--- src/rtl/resc_pkg.sv ---
// Shared definitions for the ReSC stream sequencer: controller states and
// default datapath widths.
package resc_pkg;

    localparam int RESC_LFSR_WIDTH = 10;
    localparam int RESC_CNT_WIDTH  = RESC_LFSR_WIDTH + 1;

    typedef enum logic [1:0] {
        ST_IDLE = 2'd0,
        ST_LOAD = 2'd1,
        ST_RUN  = 2'd2,
        ST_DONE = 2'd3
    } resc_seq_state_t;

endpackage

--- src/rtl/resc_stream_sequencer.sv ---
// Runs one stochastic-computing evaluation: seeds and enables the LFSR for a
// programmed stream length, counts ones in the ReSC bitstream, hands back the count.
module resc_stream_sequencer
    import resc_pkg::*;
#(
    parameter int LFSR_WIDTH = RESC_LFSR_WIDTH,
    parameter int CNT_WIDTH  = LFSR_WIDTH + 1
) (
    input  logic                  clk,
    input  logic                  reset,
    input  logic                  start,
    input  logic [LFSR_WIDTH-1:0] seed_in,
    input  logic [LFSR_WIDTH-1:0] len_in,
    input  logic                  abort,
    input  logic                  sc_bit,
    output logic [LFSR_WIDTH-1:0] lfsr_seed,
    output logic                  lfsr_restart,
    output logic                  lfsr_enable,
    output logic                  busy,
    output logic [CNT_WIDTH-1:0]  result,
    output logic                  result_valid,
    input  logic                  result_ready
);

    // A zero length selects the full added-zero period.
    localparam logic [CNT_WIDTH-1:0] FULL_LEN = CNT_WIDTH'(1) << LFSR_WIDTH;

    resc_seq_state_t       state_q, state_d;
    logic [LFSR_WIDTH-1:0] seed_q, seed_d;
    logic [CNT_WIDTH-1:0]  target_q, target_d;
    logic [CNT_WIDTH-1:0]  len_cnt_q, len_cnt_d;
    logic [CNT_WIDTH-1:0]  ones_q, ones_d;
    logic [CNT_WIDTH-1:0]  result_q, result_d;
    logic                  result_valid_q, result_valid_d;
    logic [CNT_WIDTH-1:0]  len_cnt_inc;
    logic [CNT_WIDTH-1:0]  ones_inc;

    always_comb begin
        // NOTE: every signal gets a hold default first so no path infers a latch.
        state_d        = state_q;
        seed_d         = seed_q;
        target_d       = target_q;
        len_cnt_d      = len_cnt_q;
        ones_d         = ones_q;
        result_d       = result_q;
        result_valid_d = result_valid_q;
        len_cnt_inc    = len_cnt_q + CNT_WIDTH'(1);
        ones_inc       = ones_q + CNT_WIDTH'(sc_bit);

        case (state_q)
            ST_IDLE: begin
                if (start) begin
                    seed_d    = seed_in;
                    target_d  = (len_in == '0) ? FULL_LEN : CNT_WIDTH'(len_in);
                    len_cnt_d = '0;
                    ones_d    = '0;
                    state_d   = ST_LOAD;
                end
            end
            ST_LOAD: begin
                state_d = abort ? ST_IDLE : ST_RUN;
            end
            ST_RUN: begin
                len_cnt_d = len_cnt_inc;
                ones_d    = ones_inc;
                // Abort beats completion when both land on the last sample.
                if (abort) begin
                    state_d = ST_IDLE;
                end else if (len_cnt_inc == target_q) begin
                    result_d       = ones_inc;
                    result_valid_d = 1'b1;
                    state_d        = ST_DONE;
                end
            end
            ST_DONE: begin
                if (result_ready) begin
                    result_valid_d = 1'b0;
                    state_d        = ST_IDLE;
                end
            end
            default: state_d = ST_IDLE;
        endcase
    end

    // NOTE: sequential state uses non-blocking assignments only, so every flop
    // samples the pre-edge value of the others.
    always_ff @(posedge clk or posedge reset) begin
        if (reset) begin
            state_q        <= ST_IDLE;
            seed_q         <= '0;
            target_q       <= '0;
            len_cnt_q      <= '0;
            ones_q         <= '0;
            result_q       <= '0;
            result_valid_q <= 1'b0;
        end else begin
            state_q        <= state_d;
            seed_q         <= seed_d;
            target_q       <= target_d;
            len_cnt_q      <= len_cnt_d;
            ones_q         <= ones_d;
            result_q       <= result_d;
            result_valid_q <= result_valid_d;
        end
    end

    assign lfsr_seed    = seed_q;
    assign lfsr_restart = (state_q == ST_LOAD);
    assign lfsr_enable  = (state_q == ST_RUN);
    assign busy         = (state_q == ST_LOAD) || (state_q == ST_RUN);
    assign result       = result_q;
    assign result_valid = result_valid_q;

endmodule

--- config.mk ---
export PLATFORM = sky130hd
export DESIGN_NAME = resc_stream_sequencer
export DESIGN_NICKNAME = d
export VERILOG_FILES = /design/src/rtl/resc_pkg.sv /design/src/rtl/resc_stream_sequencer.sv
export SDC_FILE = /design/constraint.sdc
export NUM_CORES = 1
export LEC_CHECK = 0
export CELL_PAD_IN_SITES_DETAIL_PLACEMENT = 0
export CELL_PAD_IN_SITES_GLOBAL_PLACEMENT = 1
export CORE_MARGIN = 1.5
export CORE_UTILIZATION = 43
export CTS_BUF_LIST = sky130_fd_sc_hd__clkbuf_4 sky130_fd_sc_hd__clkbuf_8
export CTS_CLUSTER_DIAMETER = 30
export DETAILED_ROUTE_END_ITERATION = 7
export GPL_TIMING_DRIVEN = 0
export PLACE_DENSITY_LB_ADDON = 0.1
export SLEW_MARGIN = 10
export SYNTH_ARGS = -nofsm -noshare
export SYNTH_HDL_FRONTEND = slang
export SYNTH_SLANG_ARGS = --single-unit
--- constraint.sdc ---
create_clock -name clk -period 3.4 [get_ports clk]
set_input_delay 0.68 -clock clk [delete_from_list [all_inputs] [get_ports clk]]
set_output_delay 0.68 -clock clk [all_outputs]
set_load 0.005 [all_outputs]
==> results of run 1 <==
==> final timing paths <==
kind                                 to  slack [ns]  depth (start not counted)
max reg2reg                   result[0]        0.53                         10
max                           result[0]        0.53                         10
max in group asynchronous    ones_q[10]        2.11                          3
min reg2reg                lfsr_seed[3]        0.50                          1
min                        lfsr_seed[3]        0.50                          1
min in group asynchronous  lfsr_seed[9]        0.72                          2
==> flip-flops by register name, summed over array words and instances, names as in the netlist <==
name          cells
target_q         11
result_valid      1
len_cnt_q        11
result           11
state_q           2
lfsr_seed        10
ones_q           11
==> cell type report <==
cell class	count	area, µm²	area share
plain buffers	17	76.3	0.0195
clock buffers	11	151	0.0386
clock inverters	5	77.6	0.0198
inverters	7	26.3	0.00670
multi-input cells	213	1520	0.389
flip-flops and latches	57	1430	0.364
well taps	96	120	0.0306
repair buffers	51	520	0.133
==> placed cells by master, fill, tap and decap left out, types with 5 or more instances in the layout <==
master and count:
dfrtp_1 57, ha_1 7, nand2_1 23, mux2_2 30, a22o_1 7, o21ai_0 30, inv_1 6, nor3_1 5
xor2_1 10, o31ai_1 5, clkbuf_8 11, nand3_1 11, clkdlybuf4s50_1 50, nor2_1 20, and3_1 9, xnor2_1 5
clkbuf_1 11
==> critical path: stages, from the launching register on <==
cell	delay (ns)
dfrtp_1	0.46
ha_1	0.22
buf_2	0.18
and2_1	0.20
o21ai_0	0.17
o311ai_1	0.16
a2111oi_4	0.47
nand3_1	0.12
nor2_1	0.19
buf_4	0.23
mux2_2	0.35
==> cell families after synthesis <==
logic type,Yosys count
XOR/XNOR,15
flip-flops,57
AND/OR/NAND/NOR,92
adder cells (fa/ha/maj),7
buffers and inverters,24
AO/OA/AOI/OAI,68
multiplexers,31
==> report_power, final <==
group,internal (mW),switching [mW]
clock network,0.450,0.276
registers,0.835,0.130
logic,0.449,0.346
total,1.73,0.752
==> metal layers <==
metal,up-vias,wire length (µm)
met3,13,337
met4,0,107
met5,-,0
met2,61,3080
li1,1192,-
met1,1212,3400
==> synthesized netlist by cell type (2+ instances only) <==
master / n
nand2_1: 23
a21oi_1: 4
a22o_1: 7
nor3_1: 5
o41ai_1: 2
o21bai_1: 2
nand4_1: 2
inv_1: 7
o31ai_1: 5
clkbuf_1: 11
dfrtp_1: 57
nor2_1: 20
ha_1: 7
xnor2_1: 5
and3_1: 9
or4_1: 2
buf_2: 4
mux2_2: 30
a21o_1: 2
a21boi_0: 2
o211ai_1: 3
nor4_1: 4
nor2b_1: 4
a31oi_1: 3
xor2_1: 10
o21ai_0: 30
nand3_1: 11
and2_1: 2
buf_4: 2
or3_1: 2
==> impl_metrics.tcl, run 1 <==
set metrics [dict create \
    status "completed" \
    rows 30 \
    synth_xor_area_frac 0.0430 \
    fill_cells 612 \
    firstDrtPassIters 5 \
    final_cells 457 \
    critPathKind "reg -> reg" \
    clk_pin_slew_ns 0.06 \
    fin_area_um2 3920 \
    hold_violations 0 \
    port_buffers 50 \
    wl_per_cell_um 15.2 \
    cp_max_fo 10 \
    dpl_cell_area_um2 3690 \
    clock-root-buffer "clkbuf_8" \
    synth_nets 327 \
    synth_edf_count 0 \
    clock_latency_ns 0.34 \
    yosysUniqueCellTypes 47 \
    startpoint "len_cnt_q[0]" \
    ir_drop_mv 0.410 \
    cts_setup_buffers 0 \
    synth_flop_cell "dfrtp_1" \
    crit_required_ns 3.62 \
    grt_max_degree 32 \
    gp_congestion 0.868 \
    h-tree-depth 3 \
    drt_iter0_markers 128 \
    tritoncts.num_buffers 9 \
    startpoint_type "flop" \
    slew_violations 0 \
    cap_violations 0 \
    grtUsageMet2 0.303 \
    layout-drive-gt1-share 0.158 \
    fin_util 0.574 \
    tns_ns 0 \
    synth_compound_area_frac 0.152 \
    leakage_nw 1.78 \
    die_h_um 87.3 \
    ys_warn_count 0 \
    die_w_um 87.3 \
    core_um2 6830 \
    rsz0062_at_grt "no" \
    area_growth_pct 28.5 \
    synth_area_um2 3050 \
    postCtsResizedCells 0 \
    cp.arrival_ns 3.10 \
    viasPerCell 5.42 \
    dpl.cell_count 441 \
    whs_ns 0.504 \
    syn-instance-count 294 \
    grt_use_met3 0.0427 \
    top_usage_layer "met2" \
    grt_use_total 0.198 \
    drc 0 \
    fmax_mhz 348 \
    grt.overflow.total 0 \
    min_from "lfsr_seed[3]" \
    diodes 0 \
    clock_path_buffers 2 \
    synth_top_area_frac 0.467 \
    avgSynthCellArea_um2 10.4 \
    r2r_start "len_cnt_q[0]" \
    synthMuxAreaShare 0.114 \
    ys_ff_latch 57 \
    antenna_found_initial 0 \
    grt_use_met1 0.272 \
    yosysSeqAreaShare 0.467 \
    grt_pass1_wl_um 11600 \
    async_reset_ff_frac 1.00 \
    num_io_pins 51 \
    cts_tree "yes" \
    p_per_area_nw_per_um2 634 \
    wl_um 6930 \
    cts_num_sinks 57 \
    synthTopCellsByArea "dfrtp_1 47%, mux2_2 11%, o21ai_0 4.9%" \
    die_area_um2 7610 \
    start_util 0.447 \
    synth_fa_ha_area_frac 0.0287 \
    total_power_mw 2.49 \
    hold_path.class "reg -> reg" \
    setup-violations-final 0 \
    ant_nets 0 \
    tightest_slew_ns 0.583 \
    slew-limit-headroom 0.611 \
    synth_top_family_by_area "simple AND/OR/NAND/NOR gates" \
    holdBufCountCts 0 \
    worst_slack_ns 0.528 \
    place_hpwl_um 4880 \
    end_kind "flop" \
    finalCritPeriodShare 0.845 \
    pre_cts_ws_ns 0.528 \
    grt_pass1_vias 2423 \
    finClkSkew_ns 0.0102 \
    finalNetCount 389 \
    synth-simple-area-share 0.161 \
    via_count 2478 \
    fin_crit_ns 2.87 \
    yosys.area.top_type "dfrtp_1" \
]
(Power assumes the default switching activity.)
==> inputs of run 2 (changes only) <==
==> constraint.sdc (replaced) <==
create_clock -name clk -period 2.7 [get_ports clk]
set_input_delay 0.54 -clock clk [delete_from_list [all_inputs] [get_ports clk]]
set_output_delay 0.54 -clock clk [all_outputs]
set_load 0.005 [all_outputs]
==> run 2 against run 1 <==
  * Sequential power is 26% higher
  * Sequential share of layout area is 1.4 points lower
  * First-iteration DRC count is 0.78% higher
  * Core utilization is 2.3 points higher
  * Non-clock buffer count is 8 higher
  * Critical path depth is 2 lower
  * Final area is 4.0% higher
  * Power is 30% higher
  * Clock skew is 0.00062 ns higher
  * Highest routed layer unchanged
  * Die area stayed put
  * Count of clock-buffer cells in the layout stayed put
  * Wire length is 3.0% higher
==> impl_metrics.tcl, run 2 (synthesis gave the netlist of run 1 again) <==
set metrics [dict create \
    die_w_um 87.3 \
    layout-drive-gt1-share 0.211 \
    ir_drop_mv 0.529 \
    status "completed" \
    fin_util 0.597 \
    viasPerCell 5.42 \
    end_kind "flop" \
    h-tree-depth 3 \
    clock_latency_ns 0.34 \
    p_per_area_nw_per_um2 793 \
    diodes 0 \
    cap_violations 0 \
    worst_slack_ns 0.0381 \
    gp_congestion 0.868 \
    drc 0 \
    finalCritPeriodShare 0.986 \
    holdBufCountCts 0 \
    path_cells "clkbuf_4, nand3_2, or4_1, a32oi_1, nand4_1, nand3b_4, a221o_1, a22o_1" \
    fin_crit_ns 2.66 \
    grt_max_degree 32 \
    cp.arrival_ns 2.89 \
    cts_num_sinks 57 \
    ant_nets 0 \
    clock-root-buffer "clkbuf_8" \
    cp_max_fo 10 \
    rows 30 \
    drt_iter0_markers 129 \
    clock_path_buffers 2 \
    critPathKind "reg -> reg" \
    slew-limit-headroom 0.611 \
    crit_required_ns 2.93 \
    hold_violations 0 \
    hold_path.class "reg -> reg" \
    tritoncts.num_buffers 9 \
    port_buffers 50 \
    slowest_delay_ns 0.52 \
    start_util 0.447 \
    final_common_cell "dfrtp_1" \
    wl_um 7140 \
    tightest_slew_ns 0.582 \
    num_io_pins 51 \
    die_area_um2 7610 \
    die_h_um 87.3 \
    clk_pin_slew_ns 0.07 \
    antenna_found_initial 0 \
    cp_slowest_cell "or4_1" \
    grt_pass1_vias 2436 \
    pre_cts_ws_ns -0.172 \
    leakage_nw 1.83 \
    finalNetCount 397 \
    slew_violations 0 \
    place_hpwl_um 4880 \
    finClkSkew_ns 0.0108 \
    grt_use_total 0.199 \
    grt_pass1_wl_um 11600 \
    grt.overflow.total 0 \
    fmax_mhz 376 \
    via_count 2522 \
    most-common-layout-cells "56 x dfrtp_1, 50 x clkdlybuf4s50_1, 30 x mux2_2" \
    cts_tree "yes" \
    setup-violations-final 0 \
    startpoint_type "flop" \
    firstDrtPassIters 4 \
    core_um2 6830 \
    area_growth_pct 33.6 \
    wl_per_cell_um 15.3 \
]
run 2: changes by cell type in the layout (fill, tap and decap cells not counted), sizes merged:
cell,change
buf,+7
clkbuf,+1
run 2: final timing paths:
| path | start | end | slack (ns) | cells after the start |
|---|---|---|---|---|
| max in group asynchronous | reset | len_cnt_q[0] | 1.54 | 3 |
| worst max register to register | len_cnt_q[2] | state_q[1] | 0.04 | 8 |
| worst min register to register | lfsr_seed[3] | lfsr_seed[3] | 0.50 | 1 |
| min in group asynchronous | reset | lfsr_seed[9] | 0.58 | 2 |
| worst max-delay path | len_cnt_q[2] | state_q[1] | 0.04 | 8 |
| worst min-delay path | lfsr_seed[3] | lfsr_seed[3] | 0.50 | 1 |
run 2: worst max-delay path: cells and delay by family (launching register included):
kind / cells / cell delay [ns]
compound gates: 3 / 0.78
buf+inv: 1 / 0.25
flops: 1 / 0.44
simple gates: 4 / 1.10
run 2: layout make-up:
class                           count  area, µm²
Tap cell                           96        120
Inverter                            7       26.3
Clock inverter                      5       77.6
Multi-Input combinational cell    213       1610
Sequential cell                    57       1430
Buffer                             15       73.8
Clock buffer                       11        151
Fill cell                         609       2750
Timing Repair Buffer               61        596
run 2: what timing repair did:
item                                    in CTS  in global routing
buffers inserted                             2                  7
gates cloned                                 0                  1
gates resized for setup                      5                 16
endpoints found under the setup margin      12                 14
pin swaps                                    1                  9
run 2: power breakdown:
| group | switching (mW) | internal, mW |
|---|---|---|
| sequential | 0.162 | 1.05 |
| clock | 0.342 | 0.566 |
| combinational | 0.481 | 0.631 |
run 2: metal layers:
| layer | vias up | track usage | wire, µm |
|---|---|---|---|
| li1 | 1208 | - | - |
| met5 | - | 0 | 0 |
| met4 | 0 | 0.0837 | 131 |
| met3 | 13 | 0.0427 | 408 |
| met2 | 77 | 0.306 | 3230 |
| met1 | 1224 | 0.271 | 3370 |
run 2: stage by stage:
stage	setup TNS, ns	power, mW	instance area, µm²	std cells	hold slack [ns]
after floorplan	0	1.80	3050	294	0.467
after CTS	0	3.17	3950	459	0.508
after global routing	-0.0488	3.44	4080	465	0.519
after detailed placement	-1.68	2.23	3690	441	0.493
after global placement	-21.61	2.21	3670	440	0.486
final	0	3.24	4080	465	0.504
==> inputs of run 3 (changes only) <==
--- a/config.mk
+++ b/config.mk
@@ -7,6 +7,7 @@
 export LEC_CHECK = 0
 export CELL_PAD_IN_SITES_DETAIL_PLACEMENT = 0
 export CELL_PAD_IN_SITES_GLOBAL_PLACEMENT = 1
+export CORE_ASPECT_RATIO = 1.2
 export CORE_MARGIN = 1.5
 export CORE_UTILIZATION = 43
 export CTS_BUF_LIST = sky130_fd_sc_hd__clkbuf_4 sky130_fd_sc_hd__clkbuf_8
==> run 3 against run 2 <==
  * Final cell count decreased by 2.2%
  * Final area decreased by 1.5%
  * Largest power group unchanged
  * Largest cell class unchanged
  * Clock power decreased by 22%
  * Critical path depth grew 2
==> impl_metrics.tcl, run 3 (synthesis gave the netlist of run 1 again) <==
set metrics [dict create \
    setup-violations-final 0 \
    clk_pin_slew_ns 0.06 \
    hold_depth 1 \
    final_common_cell "dfrtp_1" \
    crit_required_ns 2.92 \
    wl_um 7240 \
    slew-limit-headroom 0.612 \
    start_util 0.445 \
    cts_num_sinks 57 \
    ant_nets 0 \
    worst_slack_ns 0.0862 \
    grt_max_degree 33 \
    die_w_um 79.9 \
    tns_ns 0 \
    cp_max_fo 10 \
    rsz0062_at_grt "no" \
    diodes 0 \
    clock-root-buffer "clkbuf_8" \
    pre_cts_ws_ns -0.210 \
    ir_drop_mv 0.485 \
    ff2ff_path_depth 10 \
    status "completed" \
    clock_path_buffers 2 \
    core_um2 6850 \
    die_h_um 95.3 \
    layout-drive-gt1-share 0.212 \
    via_count 2520 \
    hold_violations 0 \
    grt_pass1_vias 2450 \
    place_hpwl_um 5000 \
    grt_pass1_wl_um 11800 \
    tritoncts.num_buffers 9 \
    slew_violations 0 \
    cap_violations 0 \
    clock_latency_ns 0.34 \
    die_area_um2 7620 \
    cp.arrival_ns 2.83 \
    fmax_mhz 383 \
    critPathKind "reg -> reg" \
    tightest_slew_ns 0.583 \
    antenna_found_initial 0 \
    startpoint_type "flop" \
    finClkSkew_ns 0.00932 \
    hold_path.class "reg -> reg" \
    end_kind "flop" \
    port_buffers 50 \
    fill_cells 613 \
    final_cells 455 \
    rows 33 \
    dpl.cell_count 432 \
    finalNetCount 397 \
    area_growth_pct 31.6 \
    most-common-layout-cells "55 x dfrtp_1, 50 x clkdlybuf4s50_1, 30 x mux2_2" \
    total_power_mw 3.07 \
    viasPerCell 5.54 \
    fin_area_um2 4020 \
    h-tree-depth 3 \
    dpl_cell_area_um2 3680 \
    gp_congestion 0.858 \
    drt_iter0_markers 110 \
    drc 0 \
    leakage_nw 1.80 \
    firstDrtPassIters 4 \
    p_per_area_nw_per_um2 764 \
    num_io_pins 51 \
    grt_use_total 0.204 \
    cts_tree "yes" \
    fin_crit_ns 2.61 \
    finalCritPeriodShare 0.968 \
    grt.overflow.total 0 \
    wl_per_cell_um 15.9 \
]
==> run 3: cell types whose count changed in the layout (fill, tap and decap cells not counted), sizes merged <==
cell | previous run | this run
buf | 14 | 16
bufinv | 2 | 0
clkbuf | 23 | 22
==> run 3: worst paths after layout <==
kind	startpoint	endpoint	slack [ns]
worst max-delay path	len_cnt_q[1]	result[4]	0.09
worst min-delay path	len_cnt_q[10]	len_cnt_q[10]	0.50
worst max register to register	len_cnt_q[1]	result[4]	0.09
worst min register to register	len_cnt_q[10]	len_cnt_q[10]	0.50
max in group asynchronous	reset	len_cnt_q[0]	1.54
min in group asynchronous	reset	lfsr_seed[6]	0.58
==> run 3: worst max-delay path: stages, from the launching register on <==
cell and delay, ns:
dfrtp_2 0.44, ha_4 0.16, buf_6 0.13, and3_1 0.21, or4_1 0.47, nand3_1 0.12, nand4_1 0.17, buf_4 0.19
nor2_4 0.14, buf_6 0.15, mux2_2 0.33
==> run 3: what timing repair did <==
item / 4_1_cts / 5_1_grt
hold buffers: 0 / 0
buffers inserted: 1 / 7
resized for setup: 3 / 22
cloned: 0 / 1
pin swaps: 1 / 8
endpoints found under the setup margin: 12 / 14
==> run 3: routing by layer <==
metal | track usage | routed length, µm | vias to the layer above
met5 | 0 | 0 | -
met4 | 0.0948 | 127 | 0
met3 | 0.0383 | 209 | 13
met2 | 0.336 | 3580 | 40
met1 | 0.258 | 3320 | 1256
li1 | - | - | 1211
==> run 3: cell type report <==
cell class | instances | area (µm²) | area share
multi-input cells | 213 | 1610 | 0.401
flip-flops and latches | 57 | 1430 | 0.356
repair buffers | 60 | 592 | 0.147
clock buffers | 12 | 153 | 0.0380
well taps | 87 | 109 | 0.0271
plain buffers | 16 | 82.6 | 0.0205
inverters | 7 | 26.3 | 0.00654
clock inverters | 3 | 17.5 | 0.00436
==> run 3: power by group <==
part	leakage [nW]	internal, mW	switching (mW)
registers	0.744	1.05	0.161
clock network	0.0891	0.370	0.339
logic	0.970	0.650	0.495
total	1.80	2.07	0.994
==> run 3: stage by stage <==
step           hold slack, ns   util
2_1_floorplan           0.467      -
3_3_place_gp            0.486  0.534
3_5_place_dp            0.490  0.537
4_1_cts                 0.506  0.564
5_1_grt                 0.521  0.586
6_report                0.504  0.586
